**src/rtl/keycode_encoder.sv**
```systemverilog
// -----------------------------------------------------------------------------
// keycode_encoder
//
// Turns four raw arrow-key buttons into keyboard-style reports. Each button is
// synchronized and debounced; the debounced set drives an ordered slot list
// (press order, no gaps), and every change to that list is offered once to a
// consumer over a valid/ready handshake.
//
// Handshake: keycode_valid rises with a new report on keycode. keycode and
// keycode_valid stay frozen until a cycle where keycode_ready is also 1; that
// cycle transfers the report and valid drops on the following edge. Slot
// changes while a report is waiting are merged into a single follow-up report
// carrying the newest slot list.
//
// Optional feature: define KEYCODE_REPEAT_EN to re-issue the current slot list
// every REPEAT_PERIOD idle cycles while any key is held. Without the macro,
// reports are issued only when the slot list changes.
//
// Ports
//   pxl_clk        in   clock, rising edge
//   rst_n          in   asynchronous active-low reset
//   btn_left       in   raw button level, 1 = pressed
//   btn_down       in   raw button level, 1 = pressed
//   btn_up         in   raw button level, 1 = pressed
//   btn_right      in   raw button level, 1 = pressed
//   keycode        out  [31:0] report, slot0 = [7:0] ... slot3 = [31:24], 0 = empty
//   keycode_valid  out  report offered
//   keycode_ready  in   consumer accepts when valid & ready
//   held           out  [3:0] debounced state {right, up, down, left}
// -----------------------------------------------------------------------------
module keycode_encoder #(
   parameter int unsigned DEBOUNCE_CYCLES = 16,
   parameter int unsigned REPEAT_PERIOD   = 1000000
) (
   input  logic        pxl_clk,
   input  logic        rst_n,
   input  logic        btn_left,
   input  logic        btn_down,
   input  logic        btn_up,
   input  logic        btn_right,
   output logic [31:0] keycode,
   output logic        keycode_valid,
   input  logic        keycode_ready,
   output logic [3:0]  held
);

   localparam logic [0:0]  ST_IDLE  = 1'b0;
   localparam logic [0:0]  ST_SEND  = 1'b1;
   localparam logic [15:0] DEB_LAST = 16'(DEBOUNCE_CYCLES - 1);

   // Bit order everywhere: 0 = left, 1 = down, 2 = up, 3 = right.
   function automatic logic [7:0] key_code(input int unsigned idx);
      case (idx)
         0:       key_code = 8'h50;
         1:       key_code = 8'h51;
         2:       key_code = 8'h52;
         default: key_code = 8'h4F;
      endcase
   endfunction

   logic [3:0]       btn_raw;
   logic [3:0]       meta_q, sync_q;
   logic [15:0]      cnt_q [4];
   logic [15:0]      cnt_d [4];
   logic [3:0]       held_q, held_d;
   logic [3:0]       press, release_evt;
   logic             slot_change;
   logic [3:0][7:0]  slots_q, slots_d;
   logic             dirty_q, dirty_d;
   logic [0:0]       state_q, state_d;
   logic [31:0]      keycode_q, keycode_d;
   logic             valid_q, valid_d;
   logic             load_report;
   logic             repeat_fire;

   assign btn_raw = {btn_right, btn_up, btn_down, btn_left};

   // Debounce: a button's held bit flips only after the synchronized level
   // has disagreed with it for DEBOUNCE_CYCLES consecutive cycles.
   always_comb begin
      for (int i = 0; i < 4; i++) begin
         cnt_d[i]  = '0;
         held_d[i] = held_q[i];
         if (sync_q[i] != held_q[i]) begin
            if (cnt_q[i] == DEB_LAST) begin
               held_d[i] = ~held_q[i];
            end else begin
               cnt_d[i] = cnt_q[i] + 16'd1;
            end
         end
      end
   end

   // Events are taken from the held transition itself so the slot list is
   // updated on the same edge as held.
   assign press       = held_d & ~held_q;
   assign release_evt = held_q & ~held_d;
   assign slot_change = |(press | release_evt);

   // Slot list update: compact away released keys (keeping order), then
   // append new presses in fixed priority left, down, up, right.
   always_comb begin
      logic [2:0] wr_idx;
      logic       keep;
      slots_d = '0;
      wr_idx  = 3'd0;
      for (int j = 0; j < 4; j++) begin
         keep = (slots_q[j] != 8'h00);
         for (int i = 0; i < 4; i++) begin
            if (release_evt[i] && (slots_q[j] == key_code(i))) begin
               keep = 1'b0;
            end
         end
         if (keep && !wr_idx[2]) begin
            slots_d[wr_idx[1:0]] = slots_q[j];
            wr_idx = wr_idx + 3'd1;
         end
      end
      for (int i = 0; i < 4; i++) begin
         if (press[i] && !wr_idx[2]) begin
            slots_d[wr_idx[1:0]] = key_code(i);
            wr_idx = wr_idx + 3'd1;
         end
      end
   end

   // Report FSM.
   always_comb begin
      state_d     = state_q;
      keycode_d   = keycode_q;
      valid_d     = valid_q;
      dirty_d     = dirty_q;
      load_report = 1'b0;
      case (state_q)
         ST_IDLE: begin
            if (dirty_q || repeat_fire) begin
               keycode_d   = slots_q;
               valid_d     = 1'b1;
               load_report = 1'b1;
               state_d     = ST_SEND;
            end
         end
         ST_SEND: begin
            if (keycode_ready) begin
               valid_d = 1'b0;
               state_d = ST_IDLE;
            end
         end
         default: begin
            valid_d = 1'b0;
            state_d = ST_IDLE;
         end
      endcase
      if (load_report) begin
         dirty_d = 1'b0;
      end
      // A change on the load cycle itself must not be lost, so it wins.
      if (slot_change) begin
         dirty_d = 1'b1;
      end
   end

`ifdef KEYCODE_REPEAT_EN
   localparam logic [31:0] RPT_LAST = 32'(REPEAT_PERIOD - 1);

   logic [31:0] rpt_q, rpt_d;
   logic        rpt_counting;

   assign rpt_counting = (state_q == ST_IDLE) && !dirty_q && (|held_q);
   assign repeat_fire  = rpt_counting && (rpt_q == RPT_LAST);

   always_comb begin
      rpt_d = rpt_q;
      if (load_report || slot_change || !(|held_q)) begin
         rpt_d = '0;
      end else if (rpt_counting) begin
         rpt_d = rpt_q + 32'd1;
      end
   end

   always_ff @(posedge pxl_clk or negedge rst_n) begin
      if (!rst_n) begin
         rpt_q <= '0;
      end else begin
         rpt_q <= rpt_d;
      end
   end
`else
   logic unused_repeat_period;
   assign unused_repeat_period = |REPEAT_PERIOD;
   assign repeat_fire          = 1'b0;
`endif

   always_ff @(posedge pxl_clk or negedge rst_n) begin
      if (!rst_n) begin
         meta_q    <= '0;
         sync_q    <= '0;
         held_q    <= '0;
         slots_q   <= '0;
         dirty_q   <= 1'b0;
         state_q   <= ST_IDLE;
         keycode_q <= '0;
         valid_q   <= 1'b0;
         for (int i = 0; i < 4; i++) begin
            cnt_q[i] <= '0;
         end
      end else begin
         meta_q    <= btn_raw;
         sync_q    <= meta_q;
         held_q    <= held_d;
         slots_q   <= slots_d;
         dirty_q   <= dirty_d;
         state_q   <= state_d;
         keycode_q <= keycode_d;
         valid_q   <= valid_d;
         for (int i = 0; i < 4; i++) begin
            cnt_q[i] <= cnt_d[i];
         end
      end
   end

   assign keycode       = keycode_q;
   assign keycode_valid = valid_q;
   assign held          = held_q;

endmodule

```
**config.mk**
```make
export PLATFORM = sky130hd
export DESIGN_NAME = keycode_encoder
export DESIGN_NICKNAME = d
export VERILOG_FILES = /design/src/rtl/keycode_encoder.sv
export SDC_FILE = /design/constraint.sdc
export NUM_CORES = 1
export LEC_CHECK = 0
export ABC_AREA = 1
export BUFFER_PORTS_ARGS = -buffer_cell sky130_fd_sc_hd__buf_2
export CORE_UTILIZATION = 60
export DETAILED_ROUTE_END_ITERATION = 7
export PLACE_DENSITY_LB_ADDON = 0.15
export SLEW_MARGIN = 0
export SYNTH_ARGS = -nofsm -noshare
export SYNTH_HDL_FRONTEND = slang
export SYNTH_SLANG_ARGS = --single-unit
```
**constraint.sdc**
```tcl
create_clock -name pxl_clk -period 6.9 [get_ports pxl_clk]
set_input_delay 0.345 -clock pxl_clk [delete_from_list [all_inputs] [get_ports pxl_clk]]
set_output_delay 0.345 -clock pxl_clk [all_outputs]
set_load 0.05 [all_outputs]
```
Word-level counts from Yosys, hierarchy flattened
Index checks and enable logic that the tools add are counted.
{"block": "word_totals", "ff_bits": 143, "input_bits": 7, "output_inout_bits": 37, "word_cells": 201}
{"block": "classes", "add_sub_neg": 10, "order_cmp": 14, "n_eq_ne": 26, "muxes": 81, "n_bitwise": 10, "reduce_logical": 45}
{"operator": "$bwmux 32", "count": 7}
{"operator": "$mux 32", "count": 7}
{"operator": "$eq 8x7->1 const B", "count": 16}
{"operator": "$mux 16", "count": 8}
{"operator": "$demux 8 s2", "count": 7}
{"operator": "$mux 8", "count": 12}
{"operator": "$add 16x1->16 const B", "count": 4}
{"operator": "$eq 16x4->1 const B", "count": 4}
{"operator": "$mux 1", "count": 32}
{"operator": "$reduce_bool 8->1", "count": 4}
{"operator": "$logic_and 1x1->1", "count": 30}
{"operator": "$lt 2x3->1 const B", "count": 7}
{"operator": "$add 3x1->3 const B", "count": 6}
{"operator": "$mux 3", "count": 6}
{"operator": "$ge 2x1->1 const B", "count": 7}
{"operator": "$and 4x4->4", "count": 2}
{"operator": "$not 4->4", "count": 2}
{"operator": "$logic_not 1->1", "count": 6}
{"operator": "$not 1->1", "count": 5}
{"operator": "$ne 1x1->1", "count": 4}
{"operator": "$ne 2x2->1 const B", "count": 2}
{"operator": "$or 4x4->4", "count": 1}
{"operator": "$pmux 1 s2", "count": 2}
{"operator": "$reduce_and 2->1", "count": 2}
{"operator": "3 further kinds", "count": 3}

Depth between registers and ports, before layout
Gate-level depths: netlist (run 1).
{"block": "depth", "depth_word": 34, "ltp_mapped": 36, "depth_no_buf": 36}

Least setup slack after synthesis (run 1)
Ideal clock, no wire load.
{"block": "synth_timing", "path_type": "register to register", "start": "reg cnt_q[48] (netlist bit)", "end": "reg slots_q[20] (netlist bit)", "setup_ps": 113, "arrival_time_ps": 5510, "t_required_ps": 6787, "setup_slack_ps": 1277, "path_stages_with_launch": 36, "period_less_slack_ps": 5623, "cell_sequence": "dfrtp_1 > ha_1 > nand3_1 > or4_1 > and2_1 > nor2_1 > inv_1 > ha_1 > o21ai_0 > nand3_1 > nand2_1 > inv_1 > nand2_1 > clkinv_1 > ha_1 > nand2_1 > clkbuf_1 > o21ai_0 > ha_1 > nor2_1 > a21oi_1 > inv_1 > ha_1 > inv_1 > nand4_1 > nand2_2 > ha_1 > inv_1 > nand2_1 > nand2_1 > ha_1 > a21oi_2 > buf_6 > nand3_4 > nand2_1 > inv_1"}
{"element": "start, declared", "line": "63", "rtl": "logic [15:0] cnt_q [4];"}
{"element": "start signal, assigned by index", "line": "217", "rtl": "cnt_q[i] <= cnt_d[i];"}
{"element": "end signal, assigned", "line": "211", "rtl": "slots_q <= slots_d;"}
{"element": "end, declared", "line": "68", "rtl": "logic [3:0][7:0] slots_q, slots_d;"}

==> impl_table.tex, run 1 <==
\begin{tabular}{lr}
\hline
Metric & Value \\
\hline
\multicolumn{2}{l}{\textbf{Outcome}} \\
Outcome & complete, no violations \\
\multicolumn{2}{l}{\textbf{Clock tree}} \\
TritonCTS buffer count & 17 \\
Number of buffers between clock root and the deepest sink & 2 \\
Total number of clock tree sinks & 143 \\
Clock-pin slew on the worst setup and hold paths & 60 ps \\
Clock tree from TritonCTS & yes \\
Cell at the root of the clock tree & sky130\_fd\_sc\_hd\_\_clkbuf\_16 \\
H-tree depth reported by CTS & 4 \\
Clock latency on the worst-skew pair & 430 ps \\
\multicolumn{2}{l}{\textbf{Yosys}} \\
Synth Flop Type & sky130\_fd\_sc\_hd\_\_dfrtp\_1 \\
Yosys warning count & 0 \\
Cell types occupying the most area after synthesis & sky130\_fd\_sc\_hd\_\_dfrtp\_1 45\%, sky130\_fd\_sc\_hd\_\_nand2\_1 9.4\%, sky130\_fd\_sc\_hd\_\_inv\_1 6.7\% \\
Synth Cell Area & 7960 µm² \\
Synthesized Nets & 1023 \\
Post-synth top area share & 44.9\% \\
Unique cell type count in the Yosys netlist & 48 \\
Async set-or-reset flop fraction in the synthesized netlist & 100\% \\
Register bit count reported by yosys & 143 \\
Average cell area after synthesis & 8.09 µm² \\
Share of the yosys chip area belonging to registers & 44.9\% \\
Post-synth EDFFs & 0 \\
Synth Instances & 985 \\
Post-synthesis cell type with the largest combined area & sky130\_fd\_sc\_hd\_\_dfrtp\_1 \\
\multicolumn{2}{l}{\textbf{GRT}} \\
Number of global-route vias before repair & 6327 \\
Total overflow reported by the global router & 0 \\
GRT Resource Usage Total & 29.1\% \\
Largest net degree at the start of global routing & 77 \\
Global-route wire length before repair & 30200 µm \\
Antenna violations before repair & 0 \\
\multicolumn{2}{l}{\textbf{Detailed routing}} \\
Routed wl met3 & 1100 µm \\
Met1 wire length & 8510 µm \\
Uppermost routed layer & met4 \\
Wire length on met2 & 8410 µm \\
DRT Wirelength & 18500 µm \\
Residual antenna-violating net count after detailed routing & 0 \\
Final routed DRC violation total & 0 \\
Via total after detailed routing & 6698 \\
Via density per instance & 5.49 \\
Drt initial violations & 636 \\
Drt pass-1 iters & 6 \\
WL/cell & 15.2 µm \\
\multicolumn{2}{l}{\textbf{Floorplan}} \\
Number of placement rows & 41 \\
Die H & 117 µm \\
Number of placed I/O pins & 44 \\
Effective utilization at floorplan & 62.3\% \\
Die ar. & 13700 µm² \\
Core area & 12800 µm² \\
Die Wd & 117 µm \\
\multicolumn{2}{l}{\textbf{STA}} \\
Setup Total Neg Slack & 0 ps \\
Final period utilization & 89.8\% \\
Achievable frequency & 161 MHz \\
Worst slew slack as a fraction of its limit & 38.0\% \\
Hold slack & 12.3 ps \\
Slew at the pin closest to its max-slew limit & 930 ps \\
Shortest period the worst path allows & 6200 ps \\
Setup ws final & 703 ps \\
RSZ-0062 raised after global routing & false \\
Number of setup violations in the final report & 0 \\
Clock Skew & 9.79 ps \\
Fin. max-slew vios & 0 \\
Final hold violation count & 0 \\
\multicolumn{2}{l}{\textbf{Critical path}} \\
Startpoint-to-endpoint class of the critical path & register to register \\
Maximum fanout along the worst path & 11 \\
Library cell contributing the largest single delay on the critical path & sky130\_fd\_sc\_hd\_\_or4\_1 \\
Critical path endpoint category & register \\
Stage delay of the slowest cell on the critical path & 550 ps \\
Data arrival time of the critical path & 6520 ps \\
Required @ worst endpoint & 7220 ps \\
Critical Path Source Type & register \\
\multicolumn{2}{l}{\textbf{Power}} \\
Relative contribution of the clock network to total power & 42.8\% \\
Switching fraction of total power & 28.0\% \\
Net Sw Power & 0.572 mW \\
Fraction of power consumed by combinational cells & 14.7\% \\
Peak VDD IR & 0.000183 V \\
Power Internal & 1.47 mW \\
Fraction of power consumed by sequential logic & 42.5\% \\
Leak Pwr & 4.33 nW \\
Power per cell area & 229 nW/µm² \\
\multicolumn{2}{l}{\textbf{Finish}} \\
\# nets final & 1075 \\
Synth-to-layout area growth & 12.3\% \\
Area used by sequential logic in the layout & 3580 µm² \\
Area taken by multi-input logic gates & 3730 µm² \\
FILL cells & 1008 \\
Ant. Diodes & 0 \\
Fraction of final layout cells sized beyond drive strength 1 & 12.0\% \\
\multicolumn{2}{l}{\textbf{Place}} \\
Final RePlAce weighted congestion & 1.02 \\
Setup slack at placement & 692 ps \\
Post-detail-place hpwl & 13400 µm \\
IO buf count & 43 \\
\multicolumn{2}{l}{\textbf{Job}} \\
Number of maximum-capacitance constraint violations & 0 \\
\multicolumn{2}{l}{\textbf{Worst hold path}} \\
Hold WC Path Type & primary input to register \\
\hline
\end{tabular}
-- cells in the mapped netlist (6+ instances only) --
master,number
sky130_fd_sc_hd__o22ai_1,6
sky130_fd_sc_hd__inv_1,142
sky130_fd_sc_hd__nand3_1,38
sky130_fd_sc_hd__a21oi_1,40
sky130_fd_sc_hd__nand2_2,9
sky130_fd_sc_hd__a211oi_1,7
sky130_fd_sc_hd__nor2_1,90
sky130_fd_sc_hd__dfrtp_1,143
sky130_fd_sc_hd__nand4_1,18
sky130_fd_sc_hd__o21ai_0,89
sky130_fd_sc_hd__nor3_1,40
sky130_fd_sc_hd__clkbuf_1,11
sky130_fd_sc_hd__xor2_1,12
sky130_fd_sc_hd__nor3b_1,21
sky130_fd_sc_hd__nand2_1,199
sky130_fd_sc_hd__inv_2,7
sky130_fd_sc_hd__ha_1,31
-- area by class of cell --
class	instances	share of cell area [%]
clock buffer	22	5.41
tap	172	2.41
multi-input combinational	675	41.8
inverter	150	6.30
sequential	143	40.0
clock inverter	9	0.951
timing repair buffer	50	3.15
-- path summary, 6_finish.rpt --
path | start | endpoint | slack [ps] | depth (start not counted)
worst max-delay path | cnt_q[16] | slots_q[12] | 700 | 33
worst min-delay path | btn_left | meta_q[0] | 10 | 1
worst max register to register | cnt_q[16] | slots_q[12] | 700 | 33
worst min register to register | meta_q[1] | sync_q[1] | 350 | 0
max in group asynchronous | rst_n | cnt_q[21] | 5080 | 3
min in group asynchronous | rst_n | cnt_q[5] | 450 | 2
-- repair_timing --
item	4_1_cts	5_1_grt
endpoints found under the setup margin	0	14
resized for setup	0	1
endpoints found under the hold margin	69	0
hold buffers	3	0
buffers inserted	0	0
-- critical path: cells and delay by family (launching register included) --
family,cells,cell delay [ps]
and+or+nand+nor,16,2150
buffers and inverters,6,590
AOI/OAI and AO/OA,4,990
adders and majority gates,7,1970
DFF,1,380
-- power groups by stage --
stage          Sequential, mW  Clock, mW  Combinational (mW)
2_1_floorplan           0.888          0               0.205
3_3_place_gp            0.884          0               0.291
3_5_place_dp            0.885          0               0.292
4_1_cts                 0.870      0.890               0.297
5_1_grt                 0.872      0.921               0.339
6_report                0.870      0.876               0.301
-- state kept, by name, indices dropped and copies added (netlist names), 4 cells and up --
signal,count
cnt_q,64
held,4
keycode,32
meta_q,4
slots_q,32
sync_q,4
-- logic make-up after synthesis --
| kind of cell | count (synthesis) | share of synthesized area, % |
|---|---|---|
| simple gates | 445 | 26.3 |
| flops | 143 | 44.9 |
| mux | 4 | 0.566 |
| xor+xnor | 16 | 1.76 |
| buf+inv | 167 | 8.26 |
| fa+ha+maj | 31 | 4.87 |
| compound gates | 179 | 13.3 |
-- layout by cell type (no fill, tap or decap), drive strengths merged, types with 7 or more instances in the layout --
| cell | n |
|---|---|
| buf | 47 |
| dfrtp | 143 |
| o211ai | 7 |
| clkbuf | 22 |
| a211oi | 7 |
| nor3b | 21 |
| a21oi | 41 |
| o21ai | 92 |
| inv | 149 |
| nand3 | 48 |
| nand2 | 211 |
| nor3 | 40 |
| ha | 31 |
| nand4 | 18 |
| xor2 | 12 |
| nor2 | 98 |
-- routing by layer --
layer  track usage, %  vias up
met4             11.6        0
met2             46.9      203
li1                 -     3334
met3             7.31       41
met5                0        -
met1             37.7     3120
-- through the flow --
step	util, %	total power, mW	cell area (µm²)	std cells
finish	70.0	2.05	8940	1221
global route	70.0	2.13	8940	1221
CTS	69.9	2.06	8930	1221
detailed placement	65.3	1.18	8340	1187
global placement	65.3	1.18	8340	1187
floorplan	-	1.09	7960	985
Note: power is estimated with default switching activity, not from simulation.
==> run 2: changes to the inputs <==
Settings changed: CORE_MARGIN set to 2.
Clock period 6.9 ns to 7.6 ns, I/O delays scaled along.
==> impl_table.tex, run 2 (same netlist as run 1, synthesis figures left out) <==
\begin{tabular}{lr}
\hline
Metric & Value \\
\hline
\multicolumn{2}{l}{\textbf{Floorplan}} \\
Number of placement rows & 42 (+2.4\%) \\
Die ar. & 14200 µm² (+3.4\%) \\
Core area & 13100 µm² (+2.4\%) \\
Effective utilization at floorplan & 60.9\% (-1.5 points) \\
Die H & 119 µm (+1.7\%) \\
Die Wd & 119 µm (+1.7\%) \\
Number of placed I/O pins & 44 (unchanged) \\
\multicolumn{2}{l}{\textbf{Critical path}} \\
Critical Path Source Type & register \\
Maximum fanout along the worst path & 13 (+2) \\
Critical path endpoint category & register \\
Required @ worst endpoint & 7950 ps (+730 ps) \\
Worst R2R Setup Slack & 870 ps (+170 ps) \\
Library cell contributing the largest single delay on the critical path & sky130\_fd\_sc\_hd\_\_a21oi\_2 \\
Stage delay of the slowest cell on the critical path & 610 ps (+60 ps) \\
Startpoint-to-endpoint class of the critical path & register to register \\
Data arrival time of the critical path & 7080 ps (+560 ps) \\
\multicolumn{2}{l}{\textbf{Detailed routing}} \\
WL/cell & 15.1 µm (-0.69\%) \\
Drt pass-1 iters & 5 (-1) \\
Via density per instance & 5.50 (+0.26\%) \\
Final routed DRC violation total & 0 (unchanged) \\
Drt initial violations & 560 (-12\%) \\
Via total after detailed routing & 6721 (+0.34\%) \\
Residual antenna-violating net count after detailed routing & 0 (unchanged) \\
DRT Wirelength & 18400 µm (-0.61\%) \\
\multicolumn{2}{l}{\textbf{STA}} \\
Fin. max-slew vios & 0 (unchanged) \\
Slew at the pin closest to its max-slew limit & 907 ps (-22.5 ps) \\
Clock Skew & 8.47 ps (-1.32 ps) \\
Shortest period the worst path allows & 6730 ps (+534 ps) \\
Setup Total Neg Slack & 0 ps (unchanged) \\
Final hold violation count & 0 (unchanged) \\
Number of setup violations in the final report & 0 (unchanged) \\
RSZ-0062 raised after global routing & false \\
Worst slew slack as a fraction of its limit & 38.9\% (+0.84 points) \\
Achievable frequency & 149 MHz (-7.9\%) \\
Final period utilization & 88.6\% (-1.3 points) \\
\multicolumn{2}{l}{\textbf{Place}} \\
IO buf count & 43 (unchanged) \\
Final RePlAce weighted congestion & 1.01 (-1.1\%) \\
Post-detail-place hpwl & 13500 µm (+1.2\%) \\
\multicolumn{2}{l}{\textbf{Finish}} \\
\# nets final & 1071 (-0.37\%) \\
Max reg flops & 64 (unchanged) \\
Ant. Diodes & 0 (unchanged) \\
Synth-to-layout area growth & 12.1\% \\
Largest register by flop count & cnt\_q \\
Most common cell after layout, fill and taps aside & sky130\_fd\_sc\_hd\_\_nand2\_1 \\
Highest-count cells in the layout ignoring fill and taps & 199 x sky130\_fd\_sc\_hd\_\_nand2\_1, 143 x sky130\_fd\_sc\_hd\_\_dfrtp\_1, 142 x sky130\_fd\_sc\_hd\_\_inv\_1 \\
Fraction of final layout cells sized beyond drive strength 1 & 11.7\% (-0.35 points) \\
\multicolumn{2}{l}{\textbf{GRT}} \\
GRT Resource Usage Total & 27.7\% (-1.5 points) \\
Global-route wire length before repair & 30900 µm (+2.4\%) \\
Total overflow reported by the global router & 0 (unchanged) \\
Antenna violations before repair & 0 (unchanged) \\
Number of global-route vias before repair & 6363 (+0.57\%) \\
Largest net degree at the start of global routing & 78 (+1.3\%) \\
\multicolumn{2}{l}{\textbf{Clock tree}} \\
Clock latency on the worst-skew pair & 430 ps (about the same) \\
Number of buffers between clock root and the deepest sink & 2 (unchanged) \\
TritonCTS buffer count & 17 (unchanged) \\
H-tree depth reported by CTS & 4 (unchanged) \\
Number of gates resized after CTS & 0 (unchanged) \\
Clock tree from TritonCTS & yes \\
Cell at the root of the clock tree & sky130\_fd\_sc\_hd\_\_clkbuf\_16 \\
Total number of clock tree sinks & 143 (unchanged) \\
Clock-pin slew on the worst setup and hold paths & 60 ps (about the same) \\
\multicolumn{2}{l}{\textbf{Power}} \\
Power per cell area & 212 nW/µm² (-7.2\%) \\
Pwr Total & 1.90 mW (-7.4\%) \\
Peak VDD IR & 0.000184 V (+0.13\%) \\
Leak Pwr & 4.32 nW (-0.22\%) \\
\multicolumn{2}{l}{\textbf{Job}} \\
Number of maximum-capacitance constraint violations & 0 (unchanged) \\
\multicolumn{2}{l}{\textbf{Worst hold path}} \\
Hold WC Path Type & primary input to register \\
\multicolumn{2}{l}{\textbf{Outcome}} \\
Outcome & complete, no violations \\
\hline
\end{tabular}
-- run 2: area by class of cell --
class	count	area [µm²]
Timing Repair Buffer	46	246
Clock inverter	10	138
Multi-Input combinational cell	675	3730
Fill cell	1041	4160
Tap cell	176	220
Clock buffer	22	454
Inverter	150	563
Sequential cell	143	3580
-- run 2: path summary, 6_finish.rpt --
path / startpoint / end / depth (start not counted)
max: cnt_q[32] / slots_q[26] / 32
min: btn_left / meta_q[0] / 1
max reg2reg: cnt_q[32] / slots_q[26] / 32
min reg2reg: meta_q[1] / sync_q[1] / 0
max in group asynchronous: rst_n / cnt_q[27] / 3
min in group asynchronous: rst_n / cnt_q[5] / 2
-- run 2: worst max-delay path, delay by kind of cell (launching register included) --
kind / cells / cell delay [ps]
and+or+nand+nor: 16 / 2550
AOI/OAI and AO/OA: 4 / 1250
DFF: 1 / 370
buffers and inverters: 5 / 580
adders and majority gates: 7 / 1910
-- run 2: what timing repair did --
action	4_1_cts	5_1_grt
hold buffers	1	0
endpoints found under the hold margin	3	0
buffers inserted	0	0
-- run 2: stage by stage --
stage / util [%] / hold WS (ps) / instances / area (µm²) / worst slack [ps]
floorplan: - / 84.4 / 985 / 7960 / 1980
global placement: 63.6 / 332 / 1189 / 8330 / 1230
detailed placement: 63.6 / 336 / 1189 / 8330 / 1010
CTS: 68.2 / 42.8 / 1222 / 8930 / 952
global route: 68.2 / 40.0 / 1222 / 8930 / 285
finish: 68.2 / 58.2 / 1222 / 8930 / 870
-- run 2: routing by layer --
layer / global-route usage [%] / wire [µm] / part of all wire, %
met5: 0 / 0 / 0
met2: 44.3 / 8490 / 46
met4: 10.9 / 578 / 3.1
met1: 36.7 / 8190 / 44
met3: 6.32 / 1170 / 6.4
-- run 2: power by group --
part	switching (mW)	internal, mW
clock	0.310	0.523
sequential	0.0119	0.777
combinational	0.194	0.0798
total	0.516	1.38
==> run 3: changes to the inputs <==
Settings changed: CTS_CLUSTER_SIZE set to 40, GPL_TIMING_DRIVEN set to 0.
Clock period 7.6 ns to 7.5 ns, I/O delays scaled along.
==> impl_table.tex, run 3 (same netlist as run 1, synthesis figures left out) <==
\begin{tabular}{lr}
\hline
Metric & Value \\
\hline
\multicolumn{2}{l}{\textbf{Worst hold path}} \\
Hold WC Path Type & primary input to register \\
Min-delay src & btn\_right \\
Hold-critical path endpoint & meta\_q[3] \\
Hold Path Cell Cnt & 1 (unchanged) \\
\multicolumn{2}{l}{\textbf{Power}} \\
Switching fraction of total power & 27.1\% (-0.088 points) \\
Power per cell area & 210 nW/µm² (-1.2\%) \\
Pwr Total & 1.89 mW (-0.16\%) \\
Relative contribution of the clock network to total power & 43.7\% (-0.3 points) \\
Fraction of power consumed by sequential logic & 42.3\% (+0.7 points) \\
Fraction of power consumed by combinational cells & 14.1\% (-0.3 points) \\
Net Sw Power & 0.513 mW (-0.49\%) \\
Leak Pwr & 4.36 nW (+1.0\%) \\
Peak VDD IR & 0.000241 V (+31\%) \\
Power Internal & 1.38 mW (about the same) \\
\multicolumn{2}{l}{\textbf{Critical path}} \\
Capturing point of the worst reg2reg path & slots\_q[25] \\
Worst R2R Setup Slack & 580 ps (-290 ps) \\
Critical path endpoint category & register \\
Worst reg2reg path depth & 34 (+6.3\%) \\
Data arrival time of the critical path & 7280 ps (+200 ps) \\
Maximum fanout along the worst path & 11 (-2) \\
Stage delay of the slowest cell on the critical path & 580 ps (-30 ps) \\
Library cell contributing the largest single delay on the critical path & sky130\_fd\_sc\_hd\_\_or4\_1 \\
Source of the worst register-to-register timing path & cnt\_q[32] \\
Worst path most repeated cell & sky130\_fd\_sc\_hd\_\_ha\_1 \\
Critical Path Source Type & register \\
Required @ worst endpoint & 7860 ps (-90 ps) \\
Startpoint-to-endpoint class of the critical path & register to register \\
\multicolumn{2}{l}{\textbf{STA}} \\
Achievable frequency & 145 MHz (-2.7\%) \\
Slew at the pin closest to its max-slew limit & 949 ps (+41.5 ps) \\
Worst slew slack as a fraction of its limit & 36.1\% (-2.8 points) \\
Clock Skew & 10.3 ps (+1.86 ps) \\
RSZ-0062 raised after global routing & false \\
Number of setup violations in the final report & 0 (unchanged) \\
Fin. max-slew vios & 0 (unchanged) \\
Setup ws final & 584 ps (-285 ps) \\
Shortest period the worst path allows & 6920 ps (+185 ps) \\
Final period utilization & 92.2\% (+3.7 points) \\
Final hold violation count & 0 (unchanged) \\
Setup Total Neg Slack & 0 ps (unchanged) \\
\multicolumn{2}{l}{\textbf{GRT}} \\
Global-route wire length before repair & 30900 µm (-0.20\%) \\
Largest net degree at the start of global routing & 78 (unchanged) \\
Antenna violations before repair & 0 (unchanged) \\
Total overflow reported by the global router & 0 (unchanged) \\
Number of global-route vias before repair & 6530 (+2.6\%) \\
GRT Resource Usage Total & 27.5\% (-0.14 points) \\
\multicolumn{2}{l}{\textbf{Floorplan}} \\
Die ar. & 14200 µm² (unchanged) \\
Number of placement rows & 42 (unchanged) \\
Die H & 119 µm (unchanged) \\
Effective utilization at floorplan & 60.9\% (unchanged) \\
Die Wd & 119 µm (unchanged) \\
Number of placed I/O pins & 44 (unchanged) \\
Core area & 13100 µm² (unchanged) \\
\multicolumn{2}{l}{\textbf{Clock tree}} \\
H-tree depth reported by CTS & 4 (unchanged) \\
Clock latency on the worst-skew pair & 430 ps (about the same) \\
TritonCTS buffer count & 17 (unchanged) \\
Clock tree from TritonCTS & yes \\
Clock-pin slew on the worst setup and hold paths & 60 ps (about the same) \\
Number of buffers between clock root and the deepest sink & 2 (unchanged) \\
Cell at the root of the clock tree & sky130\_fd\_sc\_hd\_\_clkbuf\_16 \\
Number of gates resized after CTS & 0 (unchanged) \\
Total number of clock tree sinks & 143 (unchanged) \\
\multicolumn{2}{l}{\textbf{Finish}} \\
Ant. Diodes & 0 (unchanged) \\
\# nets final & 1087 (+1.5\%) \\
Fraction of final layout cells sized beyond drive strength 1 & 12.2\% (+0.49 points) \\
Highest-count cells in the layout ignoring fill and taps & 199 x sky130\_fd\_sc\_hd\_\_nand2\_1, 143 x sky130\_fd\_sc\_hd\_\_dfrtp\_1, 142 x sky130\_fd\_sc\_hd\_\_inv\_1 \\
Final Cell Area & 9020 µm² (+1.1\%) \\
Synth-to-layout area growth & 13.3\% \\
Most common cell after layout, fill and taps aside & sky130\_fd\_sc\_hd\_\_nand2\_1 \\
Max reg flops & 64 (unchanged) \\
FILL cells & 1084 (+4.1\%) \\
Largest register by flop count & cnt\_q \\
\multicolumn{2}{l}{\textbf{Detailed routing}} \\
DRT Wirelength & 18300 µm (-0.83\%) \\
Drt pass-1 iters & 5 (unchanged) \\
WL/cell & 14.8 µm (-2.0\%) \\
Wire length on met2 & 8450 µm (-0.41\%) \\
Met1 wire length & 8090 µm (-1.2\%) \\
Uppermost routed layer & met4 \\
Final routed DRC violation total & 0 (unchanged) \\
Via total after detailed routing & 6812 (+1.4\%) \\
Routed wl met3 & 1100 µm (-6.4\%) \\
Residual antenna-violating net count after detailed routing & 0 (unchanged) \\
Via density per instance & 5.51 (+0.12\%) \\
Drt initial violations & 516 (-7.9\%) \\
\multicolumn{2}{l}{\textbf{Place}} \\
Post-detail-place hpwl & 13600 µm (+0.68\%) \\
IO buf count & 43 (unchanged) \\
Setup slack at placement & 764 ps (-251 ps) \\
Final RePlAce weighted congestion & 0.964 (-4.1\%) \\
Post-placement cell area & 8430 µm² (+1.3\%) \\
\multicolumn{2}{l}{\textbf{Job}} \\
Number of maximum-capacitance constraint violations & 0 (unchanged) \\
\multicolumn{2}{l}{\textbf{Outcome}} \\
Outcome & complete, no violations \\
\hline
\end{tabular}
run 3: cell count changes in the layout (fill, tap and decap cells not counted), moves of 2 or more:
| cell | previous run | this run |
|---|---|---|
| sky130_fd_sc_hd__buf_6 | 1 | 4 |
| sky130_fd_sc_hd__clkbuf_1 | 4 | 12 |
| sky130_fd_sc_hd__clkbuf_8 | 1 | 3 |
| sky130_fd_sc_hd__clkinv_4 | 2 | 0 |
run 3: stage by stage:
step / utilization (%) / hold slack [ps] / std cells
floorplan: - / 79.4 / 985
global placement: 64.2 / 334 / 1204
detailed placement: 64.4 / 335 / 1205
CTS: 69.0 / 35.5 / 1237
global route: 69.0 / 34.4 / 1237
finish: 69.0 / 47.3 / 1237
run 3: layout make-up:
type / count / area (µm²) / area share, %
multi-input combinational: 675 / 3730 / 41.3
sequential: 143 / 3580 / 39.7
inverter: 150 / 563 / 6.24
clock buffer: 21 / 470 / 5.21
timing repair buffer: 45 / 259 / 2.87
tap: 176 / 220 / 2.44
clock inverter: 10 / 111 / 1.23
buffer: 17 / 95.1 / 1.05
run 3: worst max-delay path by stage:
stage                     startpoint           to  slack, ps
final                      cnt_q[32]  slots_q[25]        580
after floorplan            cnt_q[48]  slots_q[20]       1880
after global routing       cnt_q[32]  slots_q[30]         90
after global placement     cnt_q[32]  slots_q[30]        790
after detailed placement   cnt_q[32]  slots_q[30]        760
after CTS                  cnt_q[32]  slots_q[30]        720
run 3: what timing repair did:
item | CTS | global route
hold buffers | 1 | 0
hold endpoints to repair | 66 | 0
buffers inserted | 0 | 0
run 3: routing by layer:
layer  GRT usage (%)  vias up
met4            13.1        0
met5               0        -
li1                -     3360
met1            36.1     3179
met2            43.5      225
met3            6.27       48
run 3: worst max-delay path, delay by kind of cell (launching register included):
family                     cells  cell delay [ps]
and+or+nand+nor               16             2380
adders and majority gates      7             1970
DFF                            1              370
AOI/OAI and AO/OA              4              930
buffers and inverters          7             1160
run 3: power groups by stage:
| stage | Combinational, mW | Sequential [mW] | Clock (mW) |
|---|---|---|---|
| 2_1_floorplan | 0.189 | 0.817 | 0 |
| 3_3_place_gp | 0.258 | 0.812 | 0 |
| 3_5_place_dp | 0.263 | 0.813 | 0 |
| 4_1_cts | 0.265 | 0.799 | 0.842 |
| 5_1_grt | 0.304 | 0.801 | 0.877 |
| 6_report | 0.267 | 0.800 | 0.827 |
